<file path="src/rtl/jk_excitation_driver.sv">
// Drive side of a JK flip-flop bank: accepts a target word, pulses per-bit J/K excitation
// computed from the live bank Q, waits, verifies Q and retries a bounded number of times.
module jk_excitation_driver #(
  parameter int unsigned WIDTH      = 4,
  parameter int unsigned USE_TOGGLE = 1,
  parameter int unsigned SETTLE     = 1,
  parameter int unsigned MAX_RETRY  = 2
) (
  input  logic             Clk,
  input  logic             Reset,
  input  logic [WIDTH-1:0] Target,
  input  logic             In_Valid,
  output logic             In_Ready,
  input  logic [WIDTH-1:0] Q_fb,
  output logic [WIDTH-1:0] J,
  output logic [WIDTH-1:0] K,
  output logic             Busy,
  output logic             Done,
  output logic             Err,
  output logic [15:0]      Toggle_Cnt
);

  typedef enum logic [1:0] {StIdle, StDrive, StSettle, StCheck} state_e;

  state_e           state_q, state_d;
  logic [WIDTH-1:0] target_q, target_d;
  logic [2:0]       retry_q, retry_d;
  logic [3:0]       settle_q, settle_d;
  logic             done_q, done_d;
  logic             err_q, err_d;
  logic [15:0]      cnt_q, cnt_d;
  logic [WIDTH-1:0] diff;

  function automatic logic [15:0] popcount(input logic [WIDTH-1:0] v);
    logic [15:0] n;
    n = '0;
    for (int i = 0; i < int'(WIDTH); i++) begin
      n = n + 16'(v[i]);
    end
    return n;
  endfunction

  assign diff = Q_fb ^ target_q;

  always_comb begin
    state_d  = state_q;
    target_d = target_q;
    retry_d  = retry_q;
    settle_d = settle_q;
    done_d   = 1'b0;
    err_d    = 1'b0;
    cnt_d    = cnt_q;
    J        = '0;
    K        = '0;
    unique case (state_q)
      StIdle: begin
        if (In_Valid) begin
          target_d = Target;
          retry_d  = '0;
          state_d  = StDrive;
        end
      end
      StDrive: begin
        // Only mismatching bits are excited; matching bits hold with J=K=0.
        if (USE_TOGGLE != 0) begin
          J = diff;
          K = diff;
        end else begin
          J = diff & target_q;
          K = diff & ~target_q;
        end
        cnt_d    = cnt_q + popcount(J & K);
        settle_d = '0;
        state_d  = (SETTLE > 0) ? StSettle : StCheck;
      end
      StSettle: begin
        if (settle_q == 4'(SETTLE - 1)) begin
          state_d = StCheck;
        end else begin
          settle_d = settle_q + 4'd1;
        end
      end
      StCheck: begin
        if (diff == '0) begin
          done_d  = 1'b1;
          state_d = StIdle;
        end else if (retry_q < 3'(MAX_RETRY)) begin
          retry_d = retry_q + 3'd1;
          state_d = StDrive;
        end else begin
          err_d   = 1'b1;
          state_d = StIdle;
        end
      end
      default: state_d = StIdle;
    endcase
  end

  always_ff @(posedge Clk or negedge Reset) begin
    if (!Reset) begin
      state_q  <= StIdle;
      target_q <= '0;
      retry_q  <= '0;
      settle_q <= '0;
      done_q   <= 1'b0;
      err_q    <= 1'b0;
      cnt_q    <= '0;
    end else begin
      state_q  <= state_d;
      target_q <= target_d;
      retry_q  <= retry_d;
      settle_q <= settle_d;
      done_q   <= done_d;
      err_q    <= err_d;
      cnt_q    <= cnt_d;
    end
  end

  assign In_Ready   = (state_q == StIdle);
  assign Busy       = (state_q != StIdle);
  assign Done       = done_q;
  assign Err        = err_q;
  assign Toggle_Cnt = cnt_q;

endmodule

</file>
<file path="config.mk">
export PLATFORM = sky130hd
export DESIGN_NAME = jk_excitation_driver
export DESIGN_NICKNAME = d
export VERILOG_FILES = /design/src/rtl/jk_excitation_driver.sv
export SDC_FILE = /design/constraint.sdc
export NUM_CORES = 1
export LEC_CHECK = 0
export CORE_MARGIN = 4
export CORE_UTILIZATION = 30
export CTS_BUF_LIST = sky130_fd_sc_hd__clkbuf_16
export DETAILED_ROUTE_END_ITERATION = 7
export DONT_BUFFER_PORTS = 1
export HOLD_SLACK_MARGIN = 0.05
export PLACE_DENSITY = 0.52
export SLEW_MARGIN = 5
export SYNTH_ARGS = -nofsm -noshare
export SYNTH_HDL_FRONTEND = slang
export SYNTH_SLANG_ARGS = --single-unit
</file>
<file path="constraint.sdc">
create_clock -name Clk -period 8.55 [get_ports Clk]
set_clock_uncertainty 0.2 [all_clocks]
set_input_delay 1.2825 -clock Clk [delete_from_list [all_inputs] [get_ports Clk]]
set_output_delay 1.2825 -clock Clk [all_outputs]
set_load 0.05 [all_outputs]
</file>
==> out/metrics.cfg, run 1 <==
[layout]
final_cell_mix=31 x dfrtp_1, 14 x inv_1, 11 x xor2_1, 11 x nor2_1, 10 x nand2_1
nets=187
drive_above_1_share_pct=11.45
antenna_cells=0
final-seq-area_um2=775.7
syn_to_final_growth_pct=12.37
multiInputGateArea_um2=838.3
final_common_cell=dfrtp_1
fill_cells=544

[worst_setup_path]
critPathRequiredTime_ps=7070
path_max_fanout=4
crit_chain=xor2_1 -> and2_1
critical_path_class=input port to primary output
cp_top_family=simple AND/OR/NAND/NOR gates
critPathCaptureType=primary output
arrival_ps=2400
crit_path_top_delay_cell=and2_1
cp.buffers_inverters=0
setup.worst_path.start_class=input port
critPathMaxStageDelay_ps=840

[floorplan]
core_area_um2=5507
rows=27
die_h_um=83.48
ioPinCount=39
dieArea_um2=6969
start_util_pct=31.04
dieWidth_um=83.48

[synthesis]
yosys-top-cells-area=dfrtp_1 45%, ha_1 5.9%, xor2_1 5.6%, mux2_2 4.6%, xnor2_1 3.6%
synth_nets=186
yosysTopAreaCell=dfrtp_1
yosys.area.top_type_share_pct=45.39
ys_ff_latch=31
syn_area_um2=1709
synth_cell_types=33
syn-instance-count=164
yosys_warnings=0
avgSynthCellArea_um2=10.42
synth-async-reset-ratio_pct=100.0
ys_seq_area_share_pct=45.39
ys.flop_type=dfrtp_1
synth_edf_count=0

[sta]
period_share_pct=45.43
worstMarginPinSlew_ps=980.3
maxSlewHeadroom_pct=35.10
setup_viol=0
whs_ps=283.2
hold_viol=0
period_needed_ps=3884
clock.fmax_mhz=257.4
fin_tns_setup_ps=0
rsz0062_at_grt=false
drv_slew=0

[pwr]
powerDensity_nw_per_um2=420.6
p_leak_nw=0.8809
ir_drop_uv=224.9

[clocking]
cts-buffers-inserted=5
cts_tree=yes
clockRootBuffer=clkbuf_16
cts_resized=0
cts_setup_buffers=0
clk_pin_slew_ps=50
htree_levels=2
clockBufferDepth=2
cts_hold_buffers=0
cts_sinks=31
clock_latency_ps=270

[placed_design]
place.gp.congestion=0.7214
io_buffer_count=0
dp_hpwl_um=2354

[route]
wl_per_cell_um=13.29
drt_first_pass_iters=4
vias_per_cell=4.693
drtIter0Drc=45
ant_nets=0
vias=1117
drc_errors=0
routed_wl_um=3164

[global_route]
grt_max_degree=32
grt.overflow.total=0
antenna_found_initial=0
grt_pass1_wl_um=5582
grt_pass1_vias=1181
track_usage_pct=9.812

[flow_run]
maxCapViolCount=0

[outcome]
status=finished clean

[worst_hold_path]
min_path_type=register to register

-- layer usage --
metal	up-vias	global-route usage (%)	routed length, µm
li1	550	-	-
met1	530	12.02	1449
met2	31	15.38	1440
met3	6	3.949	216
met4	0	3.947	58
met5	-	0	0
-- per-stage QoR --
step | power, mW | instance area (µm²) | setup WS (ps) | util (%) | cells
3_5_place_dp | 0.6184 | 1757 | 4656 | 31.90 | 230
4_1_cts | 0.8198 | 1921 | 4655 | 34.88 | 238
2_1_floorplan | 0.5708 | 1709 | 4760 | - | 164
6_report | 0.8079 | 1921 | 4666 | 34.88 | 238
3_3_place_gp | 0.6137 | 1757 | 4654 | 31.90 | 230
5_1_grt | 0.8696 | 1921 | 4587 | 34.88 | 238
-- path summary, 6_finish.rpt --
| check | slack [ps] | endpoint | start | cells past startpoint |
|---|---|---|---|---|
| max in group asynchronous | 7570 | Toggle_Cnt[2] | Reset | 0 |
| max | 4670 | J[1] | Q_fb[1] | 2 |
| min in group asynchronous | 500 | Toggle_Cnt[8] | Reset | 0 |
| min | 280 | settle_q[3] | settle_q[3] | 1 |
| min reg2reg | 280 | settle_q[3] | settle_q[3] | 1 |
| max reg2reg | 5560 | Toggle_Cnt[14] | Toggle_Cnt[0] | 8 |
-- sequential cells by signal (all words and copies together), names as in the netlist --
signal and count:
Err 1, retry_q 3, settle_q 4, state_q 2
Toggle_Cnt 16, target_q 4, Done 1
-- report_power, final --
part           total [mW]  internal (mW)  switching, mW
sequential          0.284          0.184         0.0997
clock               0.197          0.136         0.0615
combinational       0.327          0.113          0.214
-- cell type report --
type	count	share of cell area (%)
sequential	31	40.39
clock buffer	5	6.515
tap	72	4.691
multi-input combinational	113	43.65
inverter	14	2.736
clock inverter	3	2.020
-- cell usage after synthesis (3+ instances only) --
cell / count
a21oi_1: 6
and2_1: 4
buf_4: 5
dfrtp_1: 31
fa_1: 3
ha_1: 8
inv_1: 14
mux2_2: 7
nand2_1: 10
nand3_1: 8
nor2_1: 11
nor2b_1: 5
nor3_1: 6
o21ai_0: 6
xnor2_1: 7
xor2_1: 11
-- cell families (layout without fill, tap and decap cells) --
family | count (synthesis) | count (layout) | share of synthesized area (%)
AND/OR/NAND/NOR | 56 | 56 | 17.72
flip-flops | 31 | 31 | 45.39
buffers and inverters | 20 | 22 | 5.564
AO/OA/AOI/OAI | 19 | 19 | 6.956
XOR/XNOR | 18 | 18 | 9.224
adder cells (fa/ha/maj) | 11 | 11 | 9.371
multiplexers | 9 | 9 | 5.784
(Power assumes the default switching activity.)
==> inputs of run 2 (changes only) <==
- PLACE_DENSITY: 0.52 -> 0.53
- clock period: 8.55 -> 3.1 ns (I/O delays scaled with it)
==> run 2 against run 1 <==
Compared with the run above:
- register-to-register slack worse by 5200 ps
- clock power rose to 2.8 times the previous value
- via count up 4.4%
- combinational power rose to 3.2 times the previous value
- die area unchanged
- critical path depth up 7
- sequential cell count unchanged
- sequential share of layout area down 2.1 points
- final cell count up 5.0%
- largest power group unchanged
==> out/metrics.cfg, run 2 (synthesis results as in run 1) <==
[layout]
final_common_cell=dfrtp_1
largest_reg_flops=16
final_cell_mix=31 x dfrtp_1, 14 x inv_1, 11 x xor2_1, 11 x nor2_1
final_util_pct=36.79
syn_to_final_growth_pct=18.52
antenna_cells=0
nets=199
drive_above_1_share_pct=16.85

[route]
vias=1166
vias_per_cell=4.664
wl_per_cell_um=13.57
drt_first_pass_iters=4
drtIter0Drc=48
drc_errors=0
ant_nets=0
routed_wl_um=3392

[worst_setup_path]
crit_path_start=target_q[0]
reg2reg_to=Toggle_Cnt[12]
rr_startpoint=target_q[0]
crit_path_frequent_cell=fa_1
crit_path_top_delay_cell=fa_1
critPathRequiredTime_ps=3100
arrival_ps=2750
crit_chain=xor2_1 -> inv_1 -> fa_1 -> fa_1 -> inv_1 -> fa_1 -> nand3_1 -> nor3_1 -> xor2_1
setup.worst_path.start_class=register
crit_end=Toggle_Cnt[12]
path_max_fanout=5
critical_path_class=register to register
critPathMaxStageDelay_ps=490
ff2ff_path_depth=9
critPathCaptureType=register
reg2reg_slack_ps=340

[pwr]
comb_power_share_pct=45.6
power_frac_clock_pct=23.7
p_seq_share_pct=30.7
switching_share_pct=45.47
powerDensity_nw_per_um2=1143
p_int_mw=1.263
ir_drop_uv=623.6
switching_power_mw=1.053
p_leak_nw=0.9452

[floorplan]
dieWidth_um=83.48
core_area_um2=5507
ioPinCount=39
start_util_pct=31.04
dieArea_um2=6969
rows=27
die_h_um=83.48

[global_route]
grt_max_degree=32
grt_pass1_wl_um=5699
track_usage_pct=10.06
grt.overflow.total=0
grt_pass1_vias=1186
antenna_found_initial=0

[worst_hold_path]
hold-path-cell-count=1
min_path_type=input port to register
hp-start=Target[2]

[clocking]
htree_levels=2
clockBufferDepth=2
cts_sinks=31
clockRootBuffer=clkbuf_16
clock_latency_ps=280
cts-buffers-inserted=5
clk_pin_slew_ps=50
cts_tree=yes
cts_setup_buffers=0

[sta]
drv_slew=0
fin_tns_setup_ps=0
maxSlewHeadroom_pct=58.82
clock.fmax_mhz=362.6
hold_viol=0
period_share_pct=88.95
rsz0062_at_grt=false
setup_viol=0
period_needed_ps=2758
worstMarginPinSlew_ps=617.7

[placed_design]
io_buffer_count=0
dp_hpwl_um=2507
place.gp.congestion=0.7637

[outcome]
status=finished clean

[flow_run]
maxCapViolCount=0

[run 2: changes by cell type in the layout (fill, tap and decap cells not counted)]
cell and delta:
dlygate4sd3_1 +1, buf_12 +1, buf_4 +10
[run 2: cell type report]
class,count,area (µm²)
clock buffer,5,125.1
clock inverter,3,38.79
fill,552,3481
inverter,14,52.55
multi-input combinational,113,838.3
sequential,31,775.7
tap,72,90.09
timing repair buffer,12,105.1
[run 2: how the worst min path moves through the flow]
| stage | to | slack [ps] |
|---|---|---|
| floorplan | Done | -30 |
| global placement | Toggle_Cnt[9] | -30 |
| detailed placement | Toggle_Cnt[7] | -30 |
| CTS | target_q[2] | 130 |
| global route | target_q[0] | 130 |
| finish | target_q[2] | 140 |
[run 2: repair_timing]
item                      4_1_cts  5_1_grt
hold endpoints to repair       31        0
gates resized for setup         0        0
hold buffers                    2        0
[run 2: power by group through the flow]
stage | sequential (mW) | combinational (mW) | clock [mW]
floorplan | 0.760 | 0.814 | 0
global placement | 0.719 | 1.05 | 0
detailed placement | 0.721 | 1.06 | 0
CTS | 0.713 | 1.08 | 0.562
global route | 0.728 | 1.19 | 0.582
finish | 0.711 | 1.06 | 0.549
[run 2: layer usage]
metal | wire length, µm | track usage, % | vias to the layer above
li1 | - | - | 569
met1 | 1565 | 12.21 | 570
met2 | 1533 | 15.52 | 23
met3 | 247 | 4.936 | 4
met4 | 45 | 3.509 | 0
met5 | 0 | 0 | -
[run 2: metrics by stage]
stage          setup slack, ps  hold WS, ps  instances  cell area (µm²)  power [mW]
2_1_floorplan            307.8       -30.59        164             1709       1.574
3_3_place_gp             257.4       -29.53        240             1832       1.772
3_5_place_dp             235.3       -29.55        240             1832       1.777
4_1_cts                  312.9        130.4        250             2026       2.351
5_1_grt                  111.8        131.1        250             2026       2.504
6_report                 342.5        135.5        250             2026       2.315
[run 2: critical path: cells and delay by family (launching register included)]
| family | cells | cell delay [ps] |
|---|---|---|
| buffers and inverters | 2 | 160 |
| DFF | 1 | 380 |
| xor gates and xnor gates | 2 | 350 |
| and+or+nand+nor | 2 | 440 |
| adders and majority gates | 3 | 1150 |
==> inputs of run 3 (changes only) <==
- ABC_AREA: not set -> 1
- CORE_UTILIZATION: 30 -> 25
- PLACE_DENSITY: 0.53 -> 0.48
==> run 3 against run 2 <==
Compared with the run above:
- routed wire length is 6.3% higher
- first-iteration DRC count is 8.3% lower
- utilization is 6.2 points lower
- clock power is 17% lower
- cell area is 4.7% higher
- setup slack worse by 36 ps
- via count is 13% higher
- total power is 8.8% lower
- highest routed layer unchanged
- non-clock buffer count is 5 lower
- critical path depth is 6 higher
- die area is 25% higher
==> out/metrics.cfg, run 3 <==
[synthesis]
ys.flop_type=dfrtp_1
yosys-top-cells-area=dfrtp_1 43%, nand2_1 12%, inv_1 8.9%, ha_1 5.5%, nor2_1 4.8%
synth_cell_types=27
synth_edf_count=0
synth_nets=250
synth-async-reset-ratio_pct=100.0
syn_area_um2=1817
ys_ff_latch=31
ys_seq_area_share_pct=42.70
syn-instance-count=228
yosys.area.top_type_share_pct=42.70
avgSynthCellArea_um2=7.968
yosysMostFrequentCell=nand2_1
yosys-top-cells-count=60 x nand2_1, 43 x inv_1, 31 x dfrtp_1, 23 x nor2_1, 11 x nand3_1
yosys_warnings=0
yosysTopAreaCell=dfrtp_1

[layout]
drive_above_1_share_pct=10.88
finalNonFillerCells=335
nets=260
largest_reg_flops=16
final_cell_mix=60 x nand2_1, 44 x inv_1, 31 x dfrtp_1
antenna_cells=0
fill_cells=732
syn_to_final_growth_pct=16.74
final_common_cell=nand2_1

[floorplan]
core_area_um2=6944
dieWidth_um=93.25
die_h_um=93.25
dieArea_um2=8695
rows=30
start_util_pct=26.16
ioPinCount=39

[worst_hold_path]
hp-start=Target[1]
min_to=target_q[1]
hold-path-cell-count=1
min_path_type=input port to register

[route]
routed_wl_um=3604
drt_first_pass_iters=4
vias_per_cell=3.943
drtIter0Drc=44
drc_errors=0
vias=1321
ant_nets=0
wl_per_cell_um=10.76

[global_route]
grt_pass1_wl_um=6437
track_usage_pct=9.376
grt.overflow.total=0
grt_pass1_vias=1333
grt_max_degree=32
antenna_found_initial=0

[sta]
period_needed_ps=2794
setup_viol=0
period_share_pct=90.13
worstMarginPinSlew_ps=617.1
drv_slew=0
maxSlewHeadroom_pct=58.86
fin_tns_setup_ps=0
hold_viol=0
clock.fmax_mhz=357.9
rsz0062_at_grt=false
fin_ws_ps=306.0

[pwr]
powerDensity_nw_per_um2=996.2
ir_drop_uv=241.6
p_total_mw=2.113
p_leak_nw=1.165

[worst_setup_path]
arrival_ps=2760
critPathCaptureType=register
rr_startpoint=target_q[0]
reg2reg_to=Toggle_Cnt[12]
critical_path_class=register to register
critPathRequiredTime_ps=3070
reg2reg_slack_ps=310
ff2ff_path_depth=15
path_max_fanout=5
setup.worst_path.start_class=register

[clocking]
clockBufferDepth=2
clk_pin_slew_ps=50
cts_tree=yes
cts_resized=0
clock_latency_ps=270
cts_setup_buffers=0
cts_hold_buffers=2
htree_levels=2
cts-buffers-inserted=5
clockRootBuffer=clkbuf_16
cts_sinks=31

[placed_design]
place.gp.congestion=0.7248
dp_hpwl_um=2747
dpl_worst_slack_ps=234.0
placedCellCount=325
io_buffer_count=0

[flow_run]
maxCapViolCount=0

[outcome]
status=finished clean

## run 3: cell families (layout without fill, tap and decap cells)
logic type                 count (synthesis)  in the layout  share of synthesized area, %
AOI/OAI and AO/OA                         18             18                         5.372
buffers and inverters                     50             61                         11.16
muxes                                      1              1                        0.6198
adders and majority gates                 11             11                         8.816
and+or+nand+nor                          106            106                         26.03
DFF                                       31             31                         42.70
xor gates and xnor gates                  11             11                         5.303
## run 3: worst max-delay path by stage
stage	from	to	slack, ps	cells past startpoint
6_report	target_q[0]	Toggle_Cnt[12]	310	15
5_1_grt	target_q[0]	Toggle_Cnt[12]	50	15
4_1_cts	target_q[0]	Toggle_Cnt[12]	280	15
3_5_place_dp	Q_fb[0]	Toggle_Cnt[12]	230	15
3_3_place_gp	Q_fb[0]	Toggle_Cnt[12]	260	15
2_1_floorplan	Toggle_Cnt[0]	Toggle_Cnt[12]	270	12
## run 3: stage by stage
step	utilization (%)	area, µm²	hold slack [ps]
after global routing	30.54	2121	144.9
after detailed placement	28.14	1954	-29.10
after global placement	28.14	1954	-29.23
after CTS	30.54	2121	134.3
final	30.54	2121	144.2
after floorplan	-	1817	-30.59
## run 3: layer usage
metal	wire, µm	GRT usage [%]	up-vias	part of all wire (%)
met1	1751	11.79	587	49
met5	0	0	-	0
met2	1546	14.23	19	43
met4	85	4.762	0	2.4
met3	220	3.138	5	6.1
li1	-	-	710	-
## run 3: area by class of cell
class / count / area, µm² / area share (%)
sequential: 31 / 775.7 / 36.58
tap: 96 / 120.1 / 5.664
multi-input combinational: 147 / 848.3 / 40.00
clock buffer: 5 / 125.1 / 5.900
inverter: 46 / 172.7 / 8.142
timing repair buffer: 7 / 67.56 / 3.186
clock inverter: 3 / 11.26 / 0.5310
## run 3: worst max-delay path, stage by stage (launching register included)
cell	delay, ps
dfrtp_1	370
inv_1	70
nand2_1	50
nand2_1	80
inv_1	80
fa_1	480
fa_1	420
inv_1	90
fa_1	190
inv_1	80
nor2_4	160
nand2_1	80
nor2_2	130
nand3_1	80
nand2_1	90
inv_1	40
## run 3: power by group
part | switching, mW | leakage [nW] | internal [mW]
Clock | 0.166 | 0.0701 | 0.288
Combinational | 0.630 | 0.711 | 0.260
Sequential | 0.264 | 0.384 | 0.504
